**src/rtl/tetris_pkg.sv**
```systemverilog
// Shared definitions for the tetris spawn controller: dot field layout,
// controller state encoding, playfield defaults and the out-of-bounds test.
package tetris_pkg;
  localparam int DOT_W = 10;
  localparam int X_MSB = 9;
  localparam int X_LSB = 5;
  localparam int Y_MSB = 4;
  localparam int Y_LSB = 0;

  localparam int BOARD_W_DEF = 10;
  localparam int BOARD_H_DEF = 20;
  localparam int CNT_W_DEF   = 16;

  typedef enum logic [2:0] {
    IDLE  = 3'd0,
    FETCH = 3'd1,
    IDX   = 3'd2,
    CHK   = 3'd3,
    LOAD  = 3'd4,
    OVER  = 3'd5
  } state_t;

  // A dot outside the playfield counts as a collision.
  function automatic logic dot_oob(input logic [DOT_W-1:0] d, input int bw, input int bh);
    return (32'(d[X_MSB:X_LSB]) >= 32'(bw)) || (32'(d[Y_MSB:Y_LSB]) >= 32'(bh));
  endfunction
endpackage

```
**src/rtl/tetris_spawn_probe.sv**
```systemverilog
// Four-dot board probe: issues one read per dot, aligns the 1-cycle read
// latency and ORs occupancy/out-of-bounds into a collision flag.
// start (one cycle) clears the sequencer; done is high on the fifth active
// cycle, when coll already includes the last read's data.
module tetris_spawn_probe
  import tetris_pkg::*;
#(
  parameter int BOARD_W = BOARD_W_DEF,
  parameter int BOARD_H = BOARD_H_DEF
) (
  input  logic                  clk,
  input  logic                  rst,
  input  logic                  start,
  input  logic [3:0][DOT_W-1:0] dots,
  output logic                  rd_en,
  output logic [DOT_W-1:0]      rd_addr,
  input  logic                  rd_data,
  output logic                  done,
  output logic                  coll
);
  logic             active;
  logic [2:0]       ptr;
  logic             pend;
  logic             coll_q;
  logic [DOT_W-1:0] last_addr;
  logic [1:0]       prev;
  logic             hit;

  // Read strobe/address for the current pointer; address holds between reads.
  always_comb begin
    prev    = ptr[1:0] - 2'd1;
    rd_en   = active && !ptr[2];
    rd_addr = rd_en ? dots[ptr[1:0]] : last_addr;
    hit     = pend && (rd_data || dot_oob(dots[prev], BOARD_W, BOARD_H));
    coll    = coll_q | hit;
    done    = active && ptr[2];
  end

  // Sequencer: pointer advance, pending-read alignment and collision accumulate.
  always_ff @(posedge clk) begin
    if (rst) begin
      active    <= 1'b0;
      ptr       <= '0;
      pend      <= 1'b0;
      coll_q    <= 1'b0;
      last_addr <= '0;
    end else if (start) begin
      active <= 1'b1;
      ptr    <= '0;
      pend   <= 1'b0;
      coll_q <= 1'b0;
    end else if (active) begin
      pend   <= rd_en;
      coll_q <= coll;
      if (rd_en) begin
        ptr       <= ptr + 3'd1;
        last_addr <= rd_addr;
      end
      if (done) active <= 1'b0;
    end
  end
endmodule

```
**src/rtl/tetris_spawn_ctrl.sv**
```systemverilog
// Spawn controller: advances the next-piece chart, probes the board for the
// four candidate dots and either loads the active piece or enters game over.
// Optional successful-spawn counter: define TETRIS_SPAWN_COUNT_EN.
module tetris_spawn_ctrl
  import tetris_pkg::*;
#(
  parameter int BOARD_W = BOARD_W_DEF,
  parameter int BOARD_H = BOARD_H_DEF,
  parameter int CNT_W   = CNT_W_DEF
) (
  input  logic             clk,
  input  logic             rst,
  input  logic             spawn_req,
  input  logic             game_restart,
  input  logic [9:0]       next_dot1,
  input  logic [9:0]       next_dot2,
  input  logic [9:0]       next_dot3,
  input  logic [9:0]       next_dot4,
  input  logic [2:0]       cur_index,
  output logic             next_update_en,
  output logic             board_rd_en,
  output logic [9:0]       board_rd_addr,
  input  logic             board_rd_data,
  output logic [9:0]       piece_dot1,
  output logic [9:0]       piece_dot2,
  output logic [9:0]       piece_dot3,
  output logic [9:0]       piece_dot4,
  output logic [2:0]       piece_index,
  output logic             piece_valid,
  output logic             busy,
  output logic             game_over,
  output logic [CNT_W-1:0] spawn_count
);
  state_t                state, state_n;
  logic [3:0][DOT_W-1:0] cand;
  logic [3:0][DOT_W-1:0] piece;
  logic [2:0]            cand_idx;
  logic                  probe_start, probe_done, probe_coll;
  logic                  load_piece;

  tetris_spawn_probe #(.BOARD_W(BOARD_W), .BOARD_H(BOARD_H)) u_probe (
    .clk     (clk),
    .rst     (rst),
    .start   (probe_start),
    .dots    (cand),
    .rd_en   (board_rd_en),
    .rd_addr (board_rd_addr),
    .rd_data (board_rd_data),
    .done    (probe_done),
    .coll    (probe_coll)
  );

  // State register.
  always_ff @(posedge clk) begin
    if (rst) state <= IDLE;
    else     state <= state_n;
  end

  // Next-state and per-state strobes.
  always_comb begin
    state_n        = state;
    next_update_en = 1'b0;
    piece_valid    = 1'b0;
    probe_start    = 1'b0;
    case (state)
      IDLE:  if (spawn_req) state_n = FETCH;
      FETCH: begin
        next_update_en = 1'b1;
        state_n        = IDX;
      end
      IDX: begin
        probe_start = 1'b1;
        state_n     = CHK;
      end
      CHK:   if (probe_done) state_n = probe_coll ? OVER : LOAD;
      LOAD: begin
        piece_valid = 1'b1;
        state_n     = IDLE;
      end
      OVER:  if (game_restart) state_n = IDLE;
      default: state_n = IDLE;
    endcase
  end

  assign busy       = (state != IDLE) && (state != OVER);
  assign game_over  = (state == OVER);
  // Piece is also loaded on the way into OVER so the colliding piece can be drawn.
  assign load_piece = (state == LOAD) || ((state == CHK) && probe_done && probe_coll);

  // Candidate capture and active-piece registers.
  always_ff @(posedge clk) begin
    if (rst) begin
      cand        <= '0;
      cand_idx    <= '0;
      piece       <= '0;
      piece_index <= '0;
    end else begin
      if (state == FETCH) cand <= {next_dot4, next_dot3, next_dot2, next_dot1};
      if (state == IDX)   cand_idx <= cur_index;
      if (load_piece) begin
        piece       <= cand;
        piece_index <= cand_idx;
      end
    end
  end

  assign piece_dot1 = piece[0];
  assign piece_dot2 = piece[1];
  assign piece_dot3 = piece[2];
  assign piece_dot4 = piece[3];

`ifdef TETRIS_SPAWN_COUNT_EN
  logic [CNT_W-1:0] cnt;
  // Saturating count of successful spawns; cleared when a restart is taken.
  always_ff @(posedge clk) begin
    if (rst)                                cnt <= '0;
    else if (state == OVER && game_restart) cnt <= '0;
    else if (state == LOAD && cnt != '1)    cnt <= cnt + 1'b1;
  end
  assign spawn_count = cnt;
`else
  assign spawn_count = '0;
`endif
endmodule

```
**config.mk**
```make
export PLATFORM = sky130hd
export DESIGN_NAME = tetris_spawn_ctrl
export DESIGN_NICKNAME = d
export VERILOG_FILES = /design/src/rtl/tetris_pkg.sv /design/src/rtl/tetris_spawn_probe.sv /design/src/rtl/tetris_spawn_ctrl.sv
export SDC_FILE = /design/constraint.sdc
export NUM_CORES = 1
export LEC_CHECK = 0
export CAP_MARGIN = 15
export CORE_MARGIN = 4
export CORE_UTILIZATION = 45
export DETAILED_ROUTE_END_ITERATION = 7
export PLACE_DENSITY = 0.76
export SYNTH_ARGS = -nofsm -noshare
export SYNTH_HDL_FRONTEND = slang
export SYNTH_SLANG_ARGS = --single-unit
```
**constraint.sdc**
```tcl
create_clock -name clk -period 4.2 [get_ports clk]
set_input_delay 0.42 -clock clk [delete_from_list [all_inputs] [get_ports clk]]
set_output_delay 0.42 -clock clk [all_outputs]
set_load 0.05 [all_outputs]
```
==> results.ini, run 1 <==
[setup_path]
slowest_stage = dfxtp_1
critPathBufInv = 1
startpoint_type = register
end_kind = primary output
worst-path-max-fanout = 20
worstSetupPathType = register to primary output
cp_common_cell = nand2_1
critPathArrivalTime_ps = 2820
max_stage_delay_ps = 940
crit_chain = mux4_2 > nand2_1 > nand2_1 > clkdlybuf4s50_1
worst_ep_required_time_ps = 3780
reg2reg_slack_ps = 1220
cpLargestDelayFamily = flip-flops

[power_and_ir_drop]
peakVddDrop_mv = 0.175
p_per_area_nw_per_um2 = 376
leakage_nw = 1.99

[logic_synthesis]
yosysWarnings = 0
synth_compound_area_frac = 0.192
synth_cell_types = 34
ys_seq_area_frac = 0.498
ys_ff_latch = 105
synth_top_family_by_area = compound AO/OA/AOI/OAI gates
synth_xor_area_frac = 0.00415
synthAdderAreaFrac = 0.00296
yosys.area_share.simple = 0.166
syn_avg_cell_area_um2 = 9.15
synthMuxAreaShare = 0.0629
mappedNetlistArea_um2 = 4220
syn_inst = 461

[detailed_routing]
wl_per_cell_um = 16.3
initialDrtViolationCount = 247
viasPerCell = 5.32
route.detailed.drc = 0
wl_mm = 10.9
vias = 3547
dr.pass1.iters = 4
ant_nets = 0

[floorplanning]
die_area_um2 = 11000
io_pins = 122
die_h_um = 105
start_util = 0.459
fp.dieW_um = 105
core-area_um2 = 9200
std_cell_rows = 35

[clocking]
ctsHoldBuffers = 0
worstSkewPairLatency_ps = 370
cts_max_path_buffers = 2
cts_max_level = 3
cts-root-buf = clkbuf_8
path_clk_slew_ps = 90
cts_buffers = 9
cts_tree = yes
postCtsSetupRepairBufs = 0
cts.sinks = 105
cts_resized = 0

[layout]
final_cell_area_um2 = 5430
fin_nets = 600
antennaDiodeCount = 0
area.growth.synth_to_final_pct = 28.8
fillCellCount = 800
final_cell_mix = 138 x nand2_1, 105 x dfxtp_1, 103 x clkdlybuf4s50_1
final_common_cell = nand2_1
layout-drive-gt1-share = 0.0701

[global_route]
antenna_found_initial = 0
grt.total_usage = 0.200
grt_max_degree = 60
grt_pass1_vias = 3446
overflow = 0
grt_pass1_wl_mm = 17.4

[timing]
hold_viol = 0
fin_setup_tns_ps = 0
clock_skew_ps = 9.59
setup_viol = 0
tightest_slew_ps = 927
relSlewSlack = 0.381
finalCritPeriodShare = 0.772
fmaxAchievable_ghz = 0.309
slew_violations = 0
min_period_ps = 3240
rsz0062_at_grt = false

[outcome]
outcome = finished, final reports clean

[worst_hold_path]
min_path_type = register to register

[placed_design]
io_buffers = 105
routabilityCongestion = 0.865
dp_hpwl_mm = 7.89
dpl_cell_area_um2 = 5220

[job]
timing.max_cap.violations = 0

==> registers in the layout, indices dropped and copies added, names as in the netlist, 3 cells and up <==
name               cells
u_probe.ptr            3
u_probe.last_addr     10
cand                  40
cand_idx               3
piece_dot2            10
piece_dot1            10
piece_dot4            10
piece_index            3
state                  3
piece_dot3            10
==> per-stage QoR <==
step           setup slack (ps)  std cells  total power, mW  hold WS [ps]  utilization
5_1_grt                     765        667             2.13           490        0.591
3_3_place_gp               1300        651             1.39           442        0.567
3_5_place_dp               1230        651             1.39           447        0.567
4_1_cts                     932        667             2.06           461        0.591
6_report                    959        667             2.04           464        0.591
2_1_floorplan              2040        476             1.30           437            -
==> cell families (layout without fill, tap and decap cells) <==
logic type / after synthesis / in the layout
compound gates: 114 / 114
xor+xnor: 2 / 2
fa+ha+maj: 1 / 1
buf+inv: 53 / 133
flops: 105 / 105
mux: 14 / 14
other cells: 1 / 16
simple gates: 171 / 171
==> cell usage after synthesis <==
cell type    n  area share
nand2_1    138        0.12
dfxtp_1    105        0.50
a21oi_1     56       0.066
a22o_1      43       0.089
clkbuf_1    18       0.016
nor2_1      18       0.016
buf_4       17       0.030
mux4_2      10       0.053
inv_1        7      0.0062
buf_2        5      0.0059
buf_6        5       0.013
mux2i_1      4      0.0095
nor3b_1      4      0.0071
o21ai_0      4      0.0047
nand2b_1     3      0.0044
a31oi_1      2      0.0030
nand3_1      2      0.0024
o22ai_1      2      0.0030
o311a_1      2      0.0047
xnor2_1      2      0.0042
a32oi_2      1      0.0039
and3_1       1      0.0015
buf_1        1     0.00089
conb_1       1     0.00089
ha_1         1      0.0030
nor2b_1      1      0.0015
nor3_1       1      0.0012
nor3_2       1      0.0024
nor4b_4      1      0.0056
o211ai_1     1      0.0018
o21ba_2      1      0.0024
o32ai_4      1      0.0065
o41ai_4      1      0.0065
or2_2        1      0.0015
==> area by class of cell <==
class | instances | area, um2 | share of cell area
inverter | 7 | 26.3 | 0.00484
multi-input combinational | 318 | 1870 | 0.344
tap | 111 | 139 | 0.0256
timing repair buffer | 110 | 1080 | 0.199
sequential | 105 | 2100 | 0.387
clock inverter | 6 | 90.1 | 0.0166
clock buffer | 10 | 128 | 0.0235
==> per-layer routing <==
metal	wire [um]	vias to the layer above	global-route usage	share of wire
li1	-	1722	-	-
met1	4590	1668	0.255	0.42
met2	5250	133	0.321	0.48
met3	733	24	0.0408	0.067
met4	297	0	0.102	0.027
met5	0	-	0	0
==> power by group <==
| part | total [mW] | leakage [nW] | internal, mW | switching, mW |
|---|---|---|---|---|
| Clock | 0.674 | 0.107 | 0.339 | 0.335 |
| Sequential | 1.08 | 0.850 | 1.03 | 0.0480 |
| Combinational | 0.289 | 1.03 | 0.112 | 0.177 |
==> worst reg2reg max path, delay by kind of cell, from the launching register on <==
kind                       cells  cell delay (ps)
adders and majority gates      1              390
and+or+nand+nor                2              200
AOI/OAI and AO/OA              3             1010
buffers and inverters          1              330
DFF                            1              940
==> final timing paths <==
path / cells past startpoint / end / start
setup reg to reg: 7 / piece_dot3[4] / u_probe.ptr[0]
hold reg to reg: 2 / u_probe.last_addr[2] / u_probe.last_addr[2]
hold / removal: 2 / u_probe.last_addr[2] / u_probe.last_addr[2]
setup / recovery: 4 / board_rd_addr[0] / u_probe.ptr[0]
No activity file was read; power rests on OpenSTA's default activity.
==> run 2, diff against run 1 <==
Clock period 4.2 ns to 3 ns, I/O delays scaled along.
==> results.ini, run 2 (synthesis gave the netlist of run 1 again) <==
[clocking]
postCtsSetupRepairBufs = 0  ; unchanged
cts.sinks = 105  ; unchanged
cts_max_level = 3  ; unchanged
cts_buffers = 9  ; unchanged
ctsHoldBuffers = 0  ; unchanged
cts-root-buf = clkbuf_8
cts_resized = 0  ; unchanged
cts_max_path_buffers = 2  ; unchanged
worstSkewPairLatency_ps = 360  ; about the same
path_clk_slew_ps = 100  ; about the same
cts_tree = yes

[power_and_ir_drop]
leakage_nw = 2.00  ; +0.42%
p_per_area_nw_per_um2 = 507  ; +35%
total_power_mw = 2.76  ; +35%
peakVddDrop_mv = 0.235  ; +34%

[timing]
fmaxAchievable_ghz = 0.363
setup_viol = 0  ; unchanged
clock_skew_ps = 10.7  ; +1.08 ps
relSlewSlack = 0.588  ; +0.206
hold_viol = 0  ; unchanged
rsz0062_at_grt = false
tightest_slew_ps = 619  ; -308 ps
min_period_ps = 2760
slew_violations = 0  ; unchanged
finalCritPeriodShare = 0.919
fin_setup_tns_ps = 0  ; unchanged

[layout]
final_cell_mix = 138 x nand2_1, 105 x dfxtp_1, 103 x clkdlybuf4s50_1
layout-drive-gt1-share = 0.0786  ; +0.00843
final_common_cell = nand2_1
antennaDiodeCount = 0  ; unchanged
largest_reg_flops = 40  ; unchanged
stdcell_count = 671  ; +0.60%
area.growth.synth_to_final_pct = 29.1
fin_nets = 604  ; +0.67%
top_register = cand

[setup_path]
worst_ep_required_time_ps = 2700  ; -1080 ps
critPathArrivalTime_ps = 2460  ; -360 ps
worst-path-max-fanout = 19  ; -5.0%
end_kind = primary output
ff2ff_path_depth = 7  ; unchanged
worstSetupPathType = register to primary output
startpoint_type = register

[global_route]
grt_pass1_wl_mm = 17.6  ; +1.1%
grt.total_usage = 0.200  ; about the same
grt_max_degree = 58  ; -3.3%
grt_pass1_vias = 3453  ; +0.20%
overflow = 0  ; unchanged
antenna_found_initial = 0  ; unchanged

[floorplanning]
io_pins = 122  ; unchanged
die_h_um = 105  ; unchanged
core-area_um2 = 9200  ; unchanged
start_util = 0.459  ; unchanged
fp.dieW_um = 105  ; unchanged
die_area_um2 = 11000  ; unchanged
std_cell_rows = 35  ; unchanged

[placed_design]
routabilityCongestion = 0.824  ; -4.7%
dp_cells = 655  ; +0.61%
io_buffers = 105  ; unchanged
dp_hpwl_mm = 8.21  ; +4.1%

[detailed_routing]
wl_per_cell_um = 16.8  ; +2.8%
viasPerCell = 5.32  ; about the same
initialDrtViolationCount = 152  ; -38%
dr.pass1.iters = 4  ; unchanged
vias = 3569  ; +0.62%
wl_mm = 11.3  ; +3.4%
route.detailed.drc = 0  ; unchanged
ant_nets = 0  ; unchanged

[worst_hold_path]
hold_depth = 3  ; +1
min_path_type = input port to register

[outcome]
outcome = finished, final reports clean

[job]
timing.max_cap.violations = 0  ; unchanged

run 2: cell types whose count changed in the layout (fill, tap and decap cells not counted):
| cell | change |
|---|---|
| clkbuf_8 | +2 |
| clkinvlp_4 | +1 |
| inv_6 | -1 |
| bufinv_16 | -2 |
| clkinv_4 | +1 |
| clkbuf_1 | -1 |
| buf_4 | +3 |
| buf_12 | +1 |
run 2: critical path, cell delays in order (launching register included):
cell and delay, ps:
dfxtp_1 360, buf_4 290, mux4_2 600, nand2_1 90, nand2_1 60, clkdlybuf4s50_1 700
run 2: stage by stage:
stage	hold slack (ps)	cell area (um2)	setup WS, ps	utilization
finish	295	5450	243	0.592
global route	307	5450	153	0.592
CTS	289	5450	231	0.592
detailed placement	447	5260	620	0.572
global placement	443	5260	631	0.572
floorplan	436	4280	958	-
run 2: power breakdown:
group          total [mW]  switching [mW]  internal, mW
sequential           1.50          0.0550          1.44
clock               0.825           0.475         0.350
combinational       0.435           0.268         0.167
total                2.76           0.797          1.96
run 2: worst paths after layout:
path / from / end / slack (ps)
worst max-delay path: u_probe.ptr[0] / board_rd_addr[9] / 240
worst min-delay path: rst / state[0] / 290
worst max register to register: u_probe.ptr[0] / piece_dot2[7] / 680
worst min register to register: u_probe.last_addr[8] / u_probe.last_addr[8] / 460
run 2: routing by layer:
layer	vias to the layer above	part of all wire	track usage	routed length, um
met2	139	0.50	0.333	5610
met5	-	0	0	0
met1	1683	0.42	0.258	4740
met4	0	0.016	0.0628	182
met3	18	0.064	0.0463	721
li1	1729	-	-	-
run 2: final cells by class:
type / instances / area (um2)
inverter: 7 / 26.3
multi-input combinational: 318 / 1870
tap: 111 / 139
clock inverter: 5 / 37.5
timing repair buffer: 114 / 1120
fill: 792 / 3750
clock buffer: 11 / 151
sequential: 105 / 2100
